**src/rtl/multi_control_pkg.sv**
```systemverilog
// Shared encodings for the multicycle MIPS control slice: FSM states,
// instruction fields, ALU operation codes and ALU B-operand selectors.
package multi_control_pkg;

   typedef logic [3:0] alu_op_t;
   typedef logic [1:0] src_b_t;

   typedef enum logic [3:0] {
      S_FETCH     = 4'd0,
      S_DECODE    = 4'd1,
      S_MEM_ADDR  = 4'd2,
      S_MEM_READ  = 4'd3,
      S_MEM_WB    = 4'd4,
      S_MEM_WRITE = 4'd5,
      S_EXECUTE   = 4'd6,
      S_ALU_WB    = 4'd7,
      S_BRANCH    = 4'd8
   } state_t;

   localparam logic [5:0] OP_RTYPE = 6'b000000;
   localparam logic [5:0] OP_LW    = 6'b100011;
   localparam logic [5:0] OP_SW    = 6'b101011;
   localparam logic [5:0] OP_BEQ   = 6'b000100;

   localparam logic [5:0] FN_ADD = 6'b100000;
   localparam logic [5:0] FN_AND = 6'b100100;
   localparam logic [5:0] FN_OR  = 6'b100101;
   localparam logic [5:0] FN_SLL = 6'b000000;

   localparam alu_op_t ALU_AND = 4'b0000;
   localparam alu_op_t ALU_OR  = 4'b0001;
   localparam alu_op_t ALU_ADD = 4'b0010;
   localparam alu_op_t ALU_SLL = 4'b0011;
   localparam alu_op_t ALU_SUB = 4'b0110;

   localparam src_b_t SRCB_B      = 2'b00;
   localparam src_b_t SRCB_FOUR   = 2'b01;
   localparam src_b_t SRCB_IMM    = 2'b10;
   localparam src_b_t SRCB_IMM_SH = 2'b11;

endpackage

```
**src/rtl/multi_control_if.sv**
```systemverilog
// Control bundle between the multicycle controller (master) and the datapath
// (slave): instruction fields and ALU flag in, per-cycle strobes out.
interface multi_control_if;
   import multi_control_pkg::*;

   logic [5:0] opcode;
   logic [5:0] funct;
   logic       zero;
   logic       pc_write;
   logic       i_or_d;
   logic       mem_read;
   logic       mem_write;
   logic       ir_write;
   logic       reg_dst;
   logic       mem_to_reg;
   logic       reg_write;
   logic       alu_src_a;
   src_b_t     alu_src_b;
   logic       pc_source;
   alu_op_t    alu_operation;
   logic       instr_done;
   logic       illegal;
   logic [3:0] state;

   modport master (
      input  opcode, funct, zero,
      output pc_write, i_or_d, mem_read, mem_write, ir_write, reg_dst,
             mem_to_reg, reg_write, alu_src_a, alu_src_b, pc_source,
             alu_operation, instr_done, illegal, state
   );

   modport slave (
      output opcode, funct, zero,
      input  pc_write, i_or_d, mem_read, mem_write, ir_write, reg_dst,
             mem_to_reg, reg_write, alu_src_a, alu_src_b, pc_source,
             alu_operation, instr_done, illegal, state
   );

endinterface

```
**src/rtl/multi_control_alu_decoder.sv**
```systemverilog
// R-type funct to ALU operation mapping; unsupported functs flag illegal
// and fall back to add so the ALU input is never undefined.
module alu_decoder
   import multi_control_pkg::*;
(
   input  logic [5:0] funct,
   output alu_op_t    alu_operation,
   output logic       illegal
);

   // funct decode
   always_comb begin
      alu_operation = ALU_ADD;
      illegal       = 1'b0;
      case (funct)
         FN_ADD:  alu_operation = ALU_ADD;
         FN_AND:  alu_operation = ALU_AND;
         FN_OR:   alu_operation = ALU_OR;
         FN_SLL:  alu_operation = ALU_SLL;
         default: illegal       = 1'b1;
      endcase
   end

endmodule

```
**src/rtl/multi_control.sv**
```systemverilog
// Multicycle MIPS control FSM: sequences fetch/decode/execute/memory/writeback
// and decodes the state into datapath strobes for a shared ALU and memory port.
module multi_control
   import multi_control_pkg::*;
(
   input  logic            clk,
   input  logic            reset,
   multi_control_if.master ctl
);

   state_t  state_r;
   state_t  next_state_s;

   logic    pc_write_s;
   logic    i_or_d_s;
   logic    mem_read_s;
   logic    mem_write_s;
   logic    ir_write_s;
   logic    reg_dst_s;
   logic    mem_to_reg_s;
   logic    reg_write_s;
   logic    alu_src_a_s;
   src_b_t  alu_src_b_s;
   logic    pc_source_s;
   alu_op_t alu_op_s;
   logic    instr_done_s;
   logic    illegal_s;

   alu_op_t funct_op_s;
   logic    funct_illegal_s;

   alu_decoder u_alu_decoder (
      .funct         (ctl.funct),
      .alu_operation (funct_op_s),
      .illegal       (funct_illegal_s)
   );

   // state register
   always_ff @(posedge clk) begin
      if (reset) begin
         state_r <= S_FETCH;
      end else begin
         state_r <= next_state_s;
      end
   end

   // next-state and per-state strobe decode
   always_comb begin
      next_state_s = S_FETCH;
      pc_write_s   = 1'b0;
      i_or_d_s     = 1'b0;
      mem_read_s   = 1'b0;
      mem_write_s  = 1'b0;
      ir_write_s   = 1'b0;
      reg_dst_s    = 1'b0;
      mem_to_reg_s = 1'b0;
      reg_write_s  = 1'b0;
      alu_src_a_s  = 1'b0;
      alu_src_b_s  = SRCB_B;
      pc_source_s  = 1'b0;
      alu_op_s     = ALU_ADD;
      instr_done_s = 1'b0;
      illegal_s    = 1'b0;
      case (state_r)
         S_FETCH: begin
            mem_read_s   = 1'b1;
            ir_write_s   = 1'b1;
            alu_src_b_s  = SRCB_FOUR;
            pc_write_s   = 1'b1;
            next_state_s = S_DECODE;
         end
         S_DECODE: begin
            // branch target is precomputed into ALUOut here
            alu_src_b_s = SRCB_IMM_SH;
            case (ctl.opcode)
               OP_LW, OP_SW: next_state_s = S_MEM_ADDR;
               OP_BEQ:       next_state_s = S_BRANCH;
               OP_RTYPE: begin
                  if (funct_illegal_s) begin
                     illegal_s    = 1'b1;
                     instr_done_s = 1'b1;
                     next_state_s = S_FETCH;
                  end else begin
                     next_state_s = S_EXECUTE;
                  end
               end
               default: begin
                  illegal_s    = 1'b1;
                  instr_done_s = 1'b1;
                  next_state_s = S_FETCH;
               end
            endcase
         end
         S_MEM_ADDR: begin
            alu_src_a_s = 1'b1;
            alu_src_b_s = SRCB_IMM;
            if (ctl.opcode == OP_LW) begin
               next_state_s = S_MEM_READ;
            end else if (ctl.opcode == OP_SW) begin
               next_state_s = S_MEM_WRITE;
            end else begin
               next_state_s = S_FETCH;
            end
         end
         S_MEM_READ: begin
            mem_read_s   = 1'b1;
            i_or_d_s     = 1'b1;
            next_state_s = S_MEM_WB;
         end
         S_MEM_WB: begin
            reg_write_s  = 1'b1;
            mem_to_reg_s = 1'b1;
            instr_done_s = 1'b1;
         end
         S_MEM_WRITE: begin
            mem_write_s  = 1'b1;
            i_or_d_s     = 1'b1;
            instr_done_s = 1'b1;
         end
         S_EXECUTE: begin
            alu_src_a_s  = 1'b1;
            alu_op_s     = funct_op_s;
            next_state_s = S_ALU_WB;
         end
         S_ALU_WB: begin
            reg_write_s  = 1'b1;
            reg_dst_s    = 1'b1;
            instr_done_s = 1'b1;
         end
         S_BRANCH: begin
            alu_src_a_s  = 1'b1;
            alu_op_s     = ALU_SUB;
            pc_source_s  = 1'b1;
            pc_write_s   = ctl.zero;
            instr_done_s = 1'b1;
         end
         default: begin
            // unreachable encodings drive nothing and recover via FETCH
            alu_op_s = 4'b0000;
         end
      endcase
   end

   // reset masks every strobe so no write escapes an aborted instruction
   always_comb begin
      ctl.state = state_r;
      if (reset) begin
         ctl.pc_write      = 1'b0;
         ctl.i_or_d        = 1'b0;
         ctl.mem_read      = 1'b0;
         ctl.mem_write     = 1'b0;
         ctl.ir_write      = 1'b0;
         ctl.reg_dst       = 1'b0;
         ctl.mem_to_reg    = 1'b0;
         ctl.reg_write     = 1'b0;
         ctl.alu_src_a     = 1'b0;
         ctl.alu_src_b     = 2'b00;
         ctl.pc_source     = 1'b0;
         ctl.alu_operation = 4'b0000;
         ctl.instr_done    = 1'b0;
         ctl.illegal       = 1'b0;
      end else begin
         ctl.pc_write      = pc_write_s;
         ctl.i_or_d        = i_or_d_s;
         ctl.mem_read      = mem_read_s;
         ctl.mem_write     = mem_write_s;
         ctl.ir_write      = ir_write_s;
         ctl.reg_dst       = reg_dst_s;
         ctl.mem_to_reg    = mem_to_reg_s;
         ctl.reg_write     = reg_write_s;
         ctl.alu_src_a     = alu_src_a_s;
         ctl.alu_src_b     = alu_src_b_s;
         ctl.pc_source     = pc_source_s;
         ctl.alu_operation = alu_op_s;
         ctl.instr_done    = instr_done_s;
         ctl.illegal       = illegal_s;
      end
   end

endmodule

```
**src/flat_wrapper.sv**
```systemverilog
// flat-port wrapper written by rule: the top's interface ports become plain ports
module multi_control_flat import multi_control_pkg::*;
  (clk, reset, ctl_opcode, ctl_funct, ctl_zero, ctl_pc_write, ctl_i_or_d, ctl_mem_read, ctl_mem_write, ctl_ir_write, ctl_reg_dst, ctl_mem_to_reg, ctl_reg_write, ctl_alu_src_a, ctl_alu_src_b, ctl_pc_source, ctl_alu_operation, ctl_instr_done, ctl_illegal, ctl_state);
  multi_control_if ctl_i ();
  input  logic clk;
  input  logic reset;
  input wire logic [$bits(ctl_i.opcode)-1:0] ctl_opcode;
  input wire logic [$bits(ctl_i.funct)-1:0] ctl_funct;
  input wire logic [$bits(ctl_i.zero)-1:0] ctl_zero;
  output wire logic [$bits(ctl_i.pc_write)-1:0] ctl_pc_write;
  output wire logic [$bits(ctl_i.i_or_d)-1:0] ctl_i_or_d;
  output wire logic [$bits(ctl_i.mem_read)-1:0] ctl_mem_read;
  output wire logic [$bits(ctl_i.mem_write)-1:0] ctl_mem_write;
  output wire logic [$bits(ctl_i.ir_write)-1:0] ctl_ir_write;
  output wire logic [$bits(ctl_i.reg_dst)-1:0] ctl_reg_dst;
  output wire logic [$bits(ctl_i.mem_to_reg)-1:0] ctl_mem_to_reg;
  output wire logic [$bits(ctl_i.reg_write)-1:0] ctl_reg_write;
  output wire logic [$bits(ctl_i.alu_src_a)-1:0] ctl_alu_src_a;
  output wire logic [$bits(ctl_i.alu_src_b)-1:0] ctl_alu_src_b;
  output wire logic [$bits(ctl_i.pc_source)-1:0] ctl_pc_source;
  output wire logic [$bits(ctl_i.alu_operation)-1:0] ctl_alu_operation;
  output wire logic [$bits(ctl_i.instr_done)-1:0] ctl_instr_done;
  output wire logic [$bits(ctl_i.illegal)-1:0] ctl_illegal;
  output wire logic [$bits(ctl_i.state)-1:0] ctl_state;
  assign ctl_i.opcode = ctl_opcode;
  assign ctl_i.funct = ctl_funct;
  assign ctl_i.zero = ctl_zero;
  assign ctl_pc_write = ctl_i.pc_write;
  assign ctl_i_or_d = ctl_i.i_or_d;
  assign ctl_mem_read = ctl_i.mem_read;
  assign ctl_mem_write = ctl_i.mem_write;
  assign ctl_ir_write = ctl_i.ir_write;
  assign ctl_reg_dst = ctl_i.reg_dst;
  assign ctl_mem_to_reg = ctl_i.mem_to_reg;
  assign ctl_reg_write = ctl_i.reg_write;
  assign ctl_alu_src_a = ctl_i.alu_src_a;
  assign ctl_alu_src_b = ctl_i.alu_src_b;
  assign ctl_pc_source = ctl_i.pc_source;
  assign ctl_alu_operation = ctl_i.alu_operation;
  assign ctl_instr_done = ctl_i.instr_done;
  assign ctl_illegal = ctl_i.illegal;
  assign ctl_state = ctl_i.state;
  multi_control u_core (.clk(clk), .reset(reset), .ctl(ctl_i));
endmodule
```
**config.mk**
```make
export PLATFORM = sky130hd
export DESIGN_NAME = multi_control_flat
export DESIGN_NICKNAME = d
export VERILOG_FILES = /design/src/rtl/multi_control_pkg.sv /design/src/rtl/multi_control_if.sv /design/src/rtl/multi_control_alu_decoder.sv /design/src/rtl/multi_control.sv /design/src/flat_wrapper.sv
export SDC_FILE = /design/constraint.sdc
export NUM_CORES = 1
export LEC_CHECK = 0
export ABC_AREA = 1
export CAP_MARGIN = 15
export CELL_PAD_IN_SITES_DETAIL_PLACEMENT = 0
export CELL_PAD_IN_SITES_GLOBAL_PLACEMENT = 1
export CORE_MARGIN = 5
export CORE_UTILIZATION = 21
export DETAILED_ROUTE_END_ITERATION = 12
export PLACE_DENSITY_LB_ADDON = 0.1
export SLEW_MARGIN = 20
export SYNTH_ARGS = -nofsm -noshare
export SYNTH_HDL_FRONTEND = slang
export SYNTH_HIERARCHICAL = 1
export SYNTH_SLANG_ARGS = --single-unit
```
**constraint.sdc**
```tcl
create_clock -name clk -period 1.2 [get_ports clk]
set_clock_uncertainty 0.05 [all_clocks]
set_input_delay 0.24 -clock clk [delete_from_list [all_inputs] [get_ports clk]]
set_output_delay 0.24 -clock clk [all_outputs]
set_load 0.005 [all_outputs]
```
==> results.cfg <==
[worst_setup_path]
worst_ep_arrival_time_ps = 1330
cp_cell_sequence = buf_6 > buf_6 > nor2_4 > buf_6 > nand3_4 > o21ai_1 > buf_2
worstSetupPathType = flip-flop to output pin
slowest_delay_ps = 350
worstPathRequired_ps = 910
cp_slowest_cell = dfxtp_4
start_kind = flip-flop
cpMostUsedCell = buf_6
crit_path_start = u_core/ctl.state[1]$_SDFF_PP0_
timing.rr.start = u_core/ctl.state[1]$_SDFF_PP0_
path_delay_family = buffers and inverters
crit_path_end_kind = output pin
crit_fanout = 3
cp_num_buf_inv = 4

[sta]
period_needed_ps = 1620
max_freq_mhz = 617.2
period_share_pct = 135.0
fin_tns_setup_ps = -5746
setup_viol = 23
worst_slack_ps = -420.1
finalHoldViolations = 0
rsz0062_at_grt = true
report.final.slew_viol_count = 0

[clock_tree]
max-clock-path-buffers = 2
cts_tree = done
cts_buffers = 3
htreeDepth = 1
clk_latency_ps = 230
clk_pin_slew_ps = 40
clockRootBuffer = clkbuf_4
ctsHoldBuffers = 0
numClockSinks = 4

[global_routing]
grt_pass1_vias = 1031
grt_max_degree = 7
overflow = 0
grtUsageTotal_pct = 13.19
antenna_found_initial = 0
grt_pass1_wl_um = 4257

[finish]
layout_commonest_cell = buf_4
insertedDiodeCount = 0
finalNetCount = 226
mostFrequentLayoutCells = 35 x buf_4, 27 x buf_6, 21 x buf_2, 15 x nand2_1, 14 x nor2_4
drive_above_1_share_pct = 74.64
largest_reg_flops = 4
syn_to_final_growth_pct = 186.0

[floorplan]
ios = 37
die_x_um = 62.13
placementRows = 19
die_y_um = 62.13
core_area_um2 = 2686
dieArea_um2 = 3860
start_util_pct = 21.24

[synth]
ys.warnings.count = 6
synthSimpleGateAreaFrac_pct = 60.53
synthAdderAreaFrac_pct = 0
synthCells = 115
avgSynthCellArea_um2 = 4.961
synth-compound-area-share_pct = 8.991
ys_seq_area_share_pct = 14.04
synth_area_um2 = 570.5
synth_xor_area_share_pct = 0
ys_ff_latch = 4
synth_top_family_by_area = simple AND/OR/NAND/NOR gates
synth_cell_type_count = 20
synth_mux_area_share_pct = 0

[drt]
routed_wl_um = 2776
ant_nets = 0
vias_per_cell = 4.333
num_vias = 1040
firstDrtPassIters = 4
drt_iter0_drc = 19
drc = 0
wl_per_cell_um = 11.57

[power_and_ir_drop]
power.total_uw = 590.8
pwr_density_cell_nw_per_um2 = 362.1
p_leak_uw = 0.0008514
peakVddDrop_mv = 0.2760

[status]
outcome = finished with violations
violations = setup timing

[min_path]
holdCritStartpoint = ctl_opcode[3]
hold_path.class = input pin to flip-flop

[job]
max-cap-violations = 0

[placement]
gp_congestion = 0.7699
portBuffers = 35
dp_hpwl_um = 1802
## final cells by class
cell class,count,area [um^2]
inverter,20,87.58
sequential,4,95.09
fill,241,1055
multi-input combinational,90,651.9
tap,31,38.79
timing repair buffer,92,735.7
clock buffer,3,22.52
## path summary, 6_finish.rpt
kind / cells past startpoint / endpoint / slack [ps]
max: 7 / ctl_instr_done / -420
min: 6 / u_core/ctl.state[2]$_SDFF_PP0_ / 430
max reg2reg: 10 / u_core/ctl.state[2]$_SDFF_PP0_ / -150
min reg2reg: 4 / u_core/ctl.state[0]$_SDFF_PP0_ / 690
## synthesized netlist by cell type, drive strengths merged
library cell,count,area [um^2]
nand2,30,117.6
nand3b,1,7.510
inv,20,75.07
or2,1,6.260
a211oi,1,7.510
a21oi,2,10.01
nor4,1,6.260
nor2,34,137.6
buf,2,15.01
conb,1,3.750
o21ai,6,33.78
nand3,8,45.04
nand4,4,25.02
dfxtp,4,80.08
## logic make-up after synthesis
logic type | after synthesis
simple gates | 79
other cells | 1
flops | 4
compound gates | 9
buf+inv | 22
## metrics by stage
stage | utilization (%) | instance area (um^2) | setup slack [ps] | cells | hold WS (ps)
final | 60.74 | 1632 | -420.1 | 240 | 433.3
after global routing | 60.74 | 1632 | -491.5 | 240 | 451.2
after floorplan | - | 586.8 | -37.87 | 116 | 255.0
after CTS | 53.89 | 1448 | -411.8 | 236 | 386.4
after global placement | 43.88 | 1179 | -966.4 | 209 | 655.6
after detailed placement | 43.88 | 1179 | -991.1 | 209 | 657.2
## worst reg2reg max path, delay by kind of cell, from the launching register on
kind                   cells  cell delay (ps)
buffers and inverters      5              470
flip-flops                 1              350
AND/OR/NAND/NOR            5              380
## layer usage
metal	global-route usage (%)	wire [um]	vias up
li1	-	-	542
met1	13.20	1001	479
met2	25.00	1663	19
met3	2.162	112	0
met4	7.588	0	0
met5	0	0	-
## power by group
part | leakage, uW | internal (uW) | switching (uW)
clock | 0.0000138 | 112 | 51.1
combinational | 0.000802 | 157 | 134
sequential | 0.0000355 | 130 | 7.09
total | 0.000851 | 398 | 192
## what timing repair did
item / in CTS / in global routing
resized for setup: 175 / 65
hold endpoints to repair: 0 / 0
pin swaps: 23 / 24
endpoints found under the setup margin: 25 / 23
buffers inserted: 24 / 9
Power figures use the tool's default switching activity.
